File: config.mk
export PLATFORM = sky130hd
export DESIGN_NAME = hazard_req
export DESIGN_NICKNAME = d
export VERILOG_FILES = /design/src/rtl/hazard_req.sv
export SDC_FILE = /design/constraint.sdc
export NUM_CORES = 1
export LEC_CHECK = 0
export BUFFER_PORTS_ARGS = -buffer_cell sky130_fd_sc_hd__buf_2
export CORE_MARGIN = 2
export CORE_UTILIZATION = 25
export DETAILED_ROUTE_END_ITERATION = 16
export PLACE_DENSITY_LB_ADDON = 0.2
export SYNTH_ARGS = -nofsm -noshare
export SYNTH_HDL_FRONTEND = slang
export SYNTH_SLANG_ARGS = --single-unit
File: constraint.sdc
create_clock -name i_clk -period 6.4 [get_ports i_clk]
set_clock_uncertainty 0.1 [all_clocks]
set_input_delay 0.32 -clock i_clk [delete_from_list [all_inputs] [get_ports i_clk]]
set_output_delay 0.32 -clock i_clk [all_outputs]
set_load 0.05 [all_outputs]
File: src/rtl/hazard_req.sv
// -----------------------------------------------------------------------------
// hazard_req
//   EX-stage hold request generator for the hold controller. Flags load-use
//   hazards between ID and EX, taken branches/jumps resolved in EX, and
//   multi-cycle mul/div operations occupying EX. A small FSM tracks the mul/div
//   wait with a timeout watchdog, and two saturating counters record how many
//   cycles were spent stalling and flushing.
//
// Parameters
//   CNT_W       width of o_stall_cnt / o_flush_cnt
//   MD_TIMEOUT  cycles allowed in MD_BUSY before o_md_err is raised
//
// Ports
//   i_clk, i_reset          clock (rising edge), synchronous active-high reset
//   i_id_rs1_addr/_re       ID instruction rs1 index and read enable
//   i_id_rs2_addr/_re       ID instruction rs2 index and read enable
//   i_ex_valid              EX holds a real instruction (0 = bubble)
//   i_ex_mem_re             EX instruction is a load
//   i_ex_rd_addr/_we        EX destination register and write enable
//   i_ex_jump/_jump_addr    EX branch/jump taken and its target
//   i_md_start, i_md_done   mul/div start and result-ready pulses
//   o_hold_type             00 none, 01 branch flush, 10 stall (combinational)
//   o_jump_flag/_jump_addr  PC redirect request and target (combinational)
//   o_md_busy               FSM is waiting on the mul/div unit
//   o_md_err                sticky mul/div timeout flag
//   o_stall_cnt/o_flush_cnt saturating cycle counters for hold types 10 / 01
// -----------------------------------------------------------------------------
module hazard_req #(
   parameter int CNT_W      = 32,
   parameter int MD_TIMEOUT = 64
) (
   input  logic             i_clk,
   input  logic             i_reset,
   input  logic [4:0]       i_id_rs1_addr,
   input  logic             i_id_rs1_re,
   input  logic [4:0]       i_id_rs2_addr,
   input  logic             i_id_rs2_re,
   input  logic             i_ex_valid,
   input  logic             i_ex_mem_re,
   input  logic [4:0]       i_ex_rd_addr,
   input  logic             i_ex_rd_we,
   input  logic             i_ex_jump,
   input  logic [31:0]      i_ex_jump_addr,
   input  logic             i_md_start,
   input  logic             i_md_done,
   output logic [1:0]       o_hold_type,
   output logic             o_jump_flag,
   output logic [31:0]      o_jump_addr,
   output logic             o_md_busy,
   output logic             o_md_err,
   output logic [CNT_W-1:0] o_stall_cnt,
   output logic [CNT_W-1:0] o_flush_cnt
);

   localparam int WC_W = $clog2(MD_TIMEOUT + 1);

   localparam logic [1:0] HOLD_NONE   = 2'b00;
   localparam logic [1:0] HOLD_BRANCH = 2'b01;
   localparam logic [1:0] HOLD_STALL  = 2'b10;

   typedef enum logic {IDLE, MD_BUSY} state_t;

   state_t          state;
   logic [WC_W-1:0] wait_cnt;
   logic            load_use;
   logic            md_go;       // IDLE -> MD_BUSY this cycle
   logic            md_timeout;  // watchdog expires this cycle

   // x0 is hard-wired zero, so it can never carry a real dependency.
   assign load_use = i_ex_valid & i_ex_mem_re & i_ex_rd_we & (i_ex_rd_addr != 5'd0) &
                     ((i_id_rs1_re & (i_id_rs1_addr == i_ex_rd_addr)) |
                      (i_id_rs2_re & (i_id_rs2_addr == i_ex_rd_addr)));

   // NOTE: every output of this block gets a default first so no path can
   // leave one unassigned and infer a latch.
   always_comb begin
      o_hold_type = HOLD_NONE;
      o_jump_flag = 1'b0;
      o_jump_addr = 32'd0;
      md_go       = 1'b0;
      md_timeout  = 1'b0;
      if (!i_reset) begin
         if (state == IDLE) begin
            if (i_ex_valid & i_ex_jump) begin
               o_hold_type = HOLD_BRANCH;
               o_jump_flag = 1'b1;
               o_jump_addr = i_ex_jump_addr;
            end else if (i_ex_valid & i_md_start & !i_md_done) begin
               // A start with done in the same cycle is a one-cycle op: no hold.
               o_hold_type = HOLD_STALL;
               md_go       = 1'b1;
            end else if (load_use) begin
               o_hold_type = HOLD_STALL;
            end
         end else begin
            // Jumps, new starts and load-use are ignored while waiting.
            if (i_md_done) begin
               o_hold_type = HOLD_NONE;
            end else if (wait_cnt == WC_W'(MD_TIMEOUT)) begin
               md_timeout = 1'b1;
            end else begin
               o_hold_type = HOLD_STALL;
            end
         end
      end
   end

   // NOTE: sequential state uses non-blocking assignments only, so every
   // register samples the pre-edge values regardless of statement order.
   always_ff @(posedge i_clk) begin
      if (i_reset) begin
         state    <= IDLE;
         wait_cnt <= '0;
         o_md_err <= 1'b0;
      end else if (state == IDLE) begin
         if (md_go) begin
            state    <= MD_BUSY;
            wait_cnt <= WC_W'(1);
         end
      end else begin
         if (i_md_done) begin
            state <= IDLE;
         end else if (md_timeout) begin
            state    <= IDLE;
            o_md_err <= 1'b1;
         end else begin
            wait_cnt <= wait_cnt + WC_W'(1);
         end
      end
   end

   assign o_md_busy = (state == MD_BUSY);

   // Counters stop at all-ones rather than wrapping to a misleading small value.
   always_ff @(posedge i_clk) begin
      if (i_reset) begin
         o_stall_cnt <= '0;
         o_flush_cnt <= '0;
      end else begin
         if ((o_hold_type == HOLD_STALL) && (o_stall_cnt != '1))
            o_stall_cnt <= o_stall_cnt + CNT_W'(1);
         if ((o_hold_type == HOLD_BRANCH) && (o_flush_cnt != '1))
            o_flush_cnt <= o_flush_cnt + CNT_W'(1);
      end
   end

endmodule

After elaboration in Yosys (flattened, before gate mapping):

Cells that the tools add are included.

* bits of input ports: 57
* output and inout port bits: 101
* bits in registers: 73

* reductions and logical operators: 7
* add/subtract/negate cells: 3
* equal/unequal tests: 9
* mux-type cells: 29
* bitwise operators: 11

Operator list (number)
* 32-bit two-way mux: 3
* 32-bit by 1-bit adder with 32-bit output (second input constant): 2
* 32-bit != test (second input constant): 2
* 7-bit two-way mux: 4
* 1-bit two-way mux: 15
* 2-bit two-way mux: 7
* 5-bit == test: 2
* 1-bit AND: 9
* 7-bit by 1-bit adder with 7-bit output (second input constant): 1
* 7-bit == test (second input constant): 1
* 3-bit AND reduction: 2
* 5-bit nonzero test: 1
* 2-bit != test (second input constant): 2
* 2-bit by 1-bit == test with 1-bit output (second input constant): 1
* 2-bit == test (second input constant): 1
* 1-bit logical AND: 2
* 2-bit nonzero test: 1
* 1-bit zero test: 1
* 1-bit inverter: 1
* 1-bit OR: 1

Logic depth before layout (Yosys ltp):

* depth in word-level cells: 11
* mapped depth: 12

Worst setup path before layout:

Ideal clock, no wire load.

* kind: register to register
* from: register o_stall_cnt[3]
* to: register o_stall_cnt[26]
* path buffers: 1
* path slack: 3.602 ns
* cell stages (with the launch flop): 9
* library setup time: 0.121 ns
* clock period less this slack: 2.798 ns
* data arrival time: 2.577 ns
* path through: dfxtp_1 -> and4_1 -> nand3_1 -> nor4_1 -> inv_1 -> a2111oi_2 -> buf_4 -> nand4_1 -> mux2_2

* word-level cells in the longest chain between the ends: 2
* elaborated cells on any way between the ends: 3
* classes of those cells: add/sub: 1; eq/ne: 1; reduce/logical: 1

Ends and longest elaborated chain
* start, declared: line 51 `output logic [CNT_W-1:0] o_stall_cnt,`
* start signal, assigned: line 141 `o_stall_cnt <= o_stall_cnt + CNT_W'(1);`
* branches (longest 2 deep; another with 32-bit by 1-bit adder with 32-bit output)

Several ways; the timed one is not identified.
A chain may end at the register's enable or synchronous reset.

Worst setup path in the final report:

* from: register o_stall_cnt[21]
* to: register o_stall_cnt[12]

* word-level cells in the longest chain between the ends: 2

Ends and longest elaborated chain
* 32-bit != test: line 140 `if ((o_hold_type == HOLD_STALL) && (o_stall_cnt != '1))`
* 1-bit logical AND: line 140

Every way passes these cells.

==> run_results.csv <==
group,metric,value,unit
status,status,"finished, final reports clean",
route,drc,0,
finish,antenna_cells,0,
clocking,cts_max_path_buffers,2,
global_route,grt_pass1_wl,17300,um
sta,fin_crit_sh,48.5,%
finish,drive_above_1_share,31.9,%
setup_path,r2r_cells,7,
setup_path,crit_buf_inv,0,
finish,syn2layout_area_growth,32.7,%
clocking,cts.clk_slew.worst_paths,60,ps
global_route,first_global_vias,3532,
sta,relSlewSlack,28.6,%
clocking,cts_htree_levels,3,
global_route,grt_usage,13.0,%
setup_path,end_kind,"register",
setup_path,reg2reg_from,"o_stall_cnt[21]$_SDFFE_PP0P_",
sta,fin_setup_tns,0,ps
placed_design,gp_congestion,0.760,
route,wl_per_cell,13.6,um
finish,num-fill-cells,1597,
synthesis,synth_area_leaders,"dfxtp_1 (37%), and3_1 (7.2%), nor2_1 (6.8%), xor2_1 (6.7%), xnor2_1 (4.0%)",
setup_path,r2r_slack,3300,ps
min_path,whs_path_depth,1,
route,drt-met1-wl,5180,um
setup_path,slowest_delay,610,ps
clocking,cts.sinks,73,
synthesis,yosys.area.top_type_share,37.3,%
sta,period_minus_slack,3100,ps
route,wl_met3,814,um
floorplan,start_util,25.7,%
sta,worst_slew_pin_slew,1060,ps
clocking,cts_tree,"done",
synthesis,yosys_most_used_dff,"dfxtp_1",
synthesis,synth.distinct_cells,55,
finish,fin_area,0.00520,mm2
sta,hold_viol,0,
global_route,grt_max_degree,80,
route,viasPerCell,4.68,
setup_path,cp.required,6520,ps
power,p_per_area,207,mW/mm2
floorplan,io_pins,158,
synthesis,syn_inst,470,
synthesis,yosysTopAreaCell,"dfxtp_1",
clocking,numCtsBuffers,9,
synthesis,yosysSeqAreaShare,37.3,%
clocking,clk_latency,340,ps
synthesis,syn_nets,531,
placed_design,port-buffer-count,157,
sta,finalSetupViolCount,0,
synthesis,synthTopCellsByCount,"dfxtp_1 (73), nor2_1 (71), and3_1 (45), nand2_1 (32), xor2_1 (30)",
synthesis,yosys_register_bits,73,
setup_path,worst-setup-path-type,"reg2reg",
route,met2_length,5120,um
global_route,grt_overflow,0,
synthesis,ys_warn_count,0,
placed_design,postPlaceCellArea,0.00489,mm2
route,first_pass_iters,4,
clocking,cts_setup_buffers,0,
setup_path,cp_slowest_cell,"nor3b_1",
min_path,min_from,"o_md_err$_SDFFE_PP0P_",
route,finalWirelength,11300,um
synthesis,avgSynthCellArea,8.34,um2
route,dr.first_iter.drc_count,232,
global_route,grt_antenna_before_repair,0,
finish,instances_no_fill,835,
synthesis,yosysMostFrequentCell,"dfxtp_1",
setup_path,start_kind,"register",
power,finalPower,1.08,mW
setup_path,critPathTopFamily,"simple AND/OR/NAND/NOR gates",
sta,rsz0062_at_grt,"false",
synthesis,async_reset_ff_share,0,%
power,vdd_drop_max,86.7,uV
min_path,hold_end,"o_md_err$_SDFFE_PP0P_",
synthesis,syn_area,0.00392,mm2
power,power_leakage,2.41,nW
synthesis,synth_edf_count,0,
placed_design,place_hpwl,8310,um
clocking,cts_hold_buf,0,
route,postRouteAntennaNets,0,
floorplan,die_area,0.0167,mm2
setup_path,critical_path.cell_chain,"and4_1, nor3b_1, and3_1, a22o_1, or2_1, nor4_1, mux2_2",
setup_path,cp.arrival,3230,ps
floorplan,fp-row-count,45,
run,cap_violations,0,
finish,fin_util,34.1,%
clocking,cts_root_buf,"clkbuf_16",
clocking,cts_resized,0,
floorplan,die_x,129,um
setup_path,reg2reg_to,"o_stall_cnt[12]$_SDFFE_PP0P_",
min_path,hold_path_class,"reg2reg",
setup_path,path_max_fanout,19,
floorplan,die_y,129,um
sta,final_max_slew_viol_count,0,
floorplan,core,0.0153,mm2
sta,fmax,322,MHz
finish,fin_nets,680,
placed_design,place_inst,819,
route,highest_layer,"met4",
route,via_count,3911,
## cell type report
type	instances	area, um2	area share [%]
well taps	211	264	5.08
inverters	9	33.8	0.650
multi-input cells	366	2320	44.6
clock buffers	10	229	4.40
flip-flops and latches	73	1460	28.1
repair buffers	160	808	15.5
clock inverters	6	82.6	1.59
## metrics by stage
stage          hold slack [ps]  worst slack [ps]
2_1_floorplan              371              3600
3_3_place_gp               357              3310
3_5_place_dp               365              3240
4_1_cts                    361              3350
5_1_grt                    393              3090
6_report                   369              3300
## report_power, final
part | internal [mW] | leakage, nW | total (mW) | switching, mW
Clock | 0.339 | 0.152 | 0.535 | 0.196
Sequential | 0.455 | 0.588 | 0.457 | 0.00132
Combinational | 0.0288 | 1.67 | 0.0855 | 0.0567
## worst max-delay path by stage
stage	startpoint	to	slack, ps	cells after the start
detailed placement	i_reset	o_flush_cnt[28]$_SDFFE_PP0P_	3240	10
global placement	i_reset	o_stall_cnt[12]$_SDFFE_PP0P_	3310	9
global route	o_stall_cnt[21]$_SDFFE_PP0P_	o_stall_cnt[25]$_SDFFE_PP0P_	3090	7
floorplan	o_stall_cnt[3]$_SDFFE_PP0P_	o_stall_cnt[26]$_SDFFE_PP0P_	3600	8
CTS	o_stall_cnt[21]$_SDFFE_PP0P_	o_stall_cnt[12]$_SDFFE_PP0P_	3350	7
finish	o_stall_cnt[21]$_SDFFE_PP0P_	o_stall_cnt[12]$_SDFFE_PP0P_	3300	7
## sequential cells by signal, summed over array words and instances, names as in the netlist
name         count
o_md_busy        1
o_flush_cnt     32
o_stall_cnt     32
o_md_err         1
wait_cnt         7
## routing by layer
metal / track usage [%] / vias up
li1: - / 1970
met1: 16.9 / 1801
met2: 20.1 / 127
met3: 4.09 / 13
met4: 5.24 / 0
met5: 0 / -
## cells by family after synthesis
logic type,Yosys count,synth area share (%)
xor gates and xnor gates,48,10.7
muxes,14,3.93
AOI/OAI and AO/OA,45,8.59
buffers and inverters,31,3.51
adders and majority gates,4,1.28
and+or+nand+nor,255,34.7
DFF,73,37.3
## cell usage in the layout, fill, tap and decap left out, types with 11 or more instances in the layout
cell     instances
and3_1          45
xnor2_1         18
nand2_1         32
xor2_1          30
buf_2          157
nor3_1          12
nand4_1         14
nor2_1          71
nor2b_1         13
mux2_2          11
nand3_1         27
dfxtp_1         73
Power figures use the tool's default switching activity.
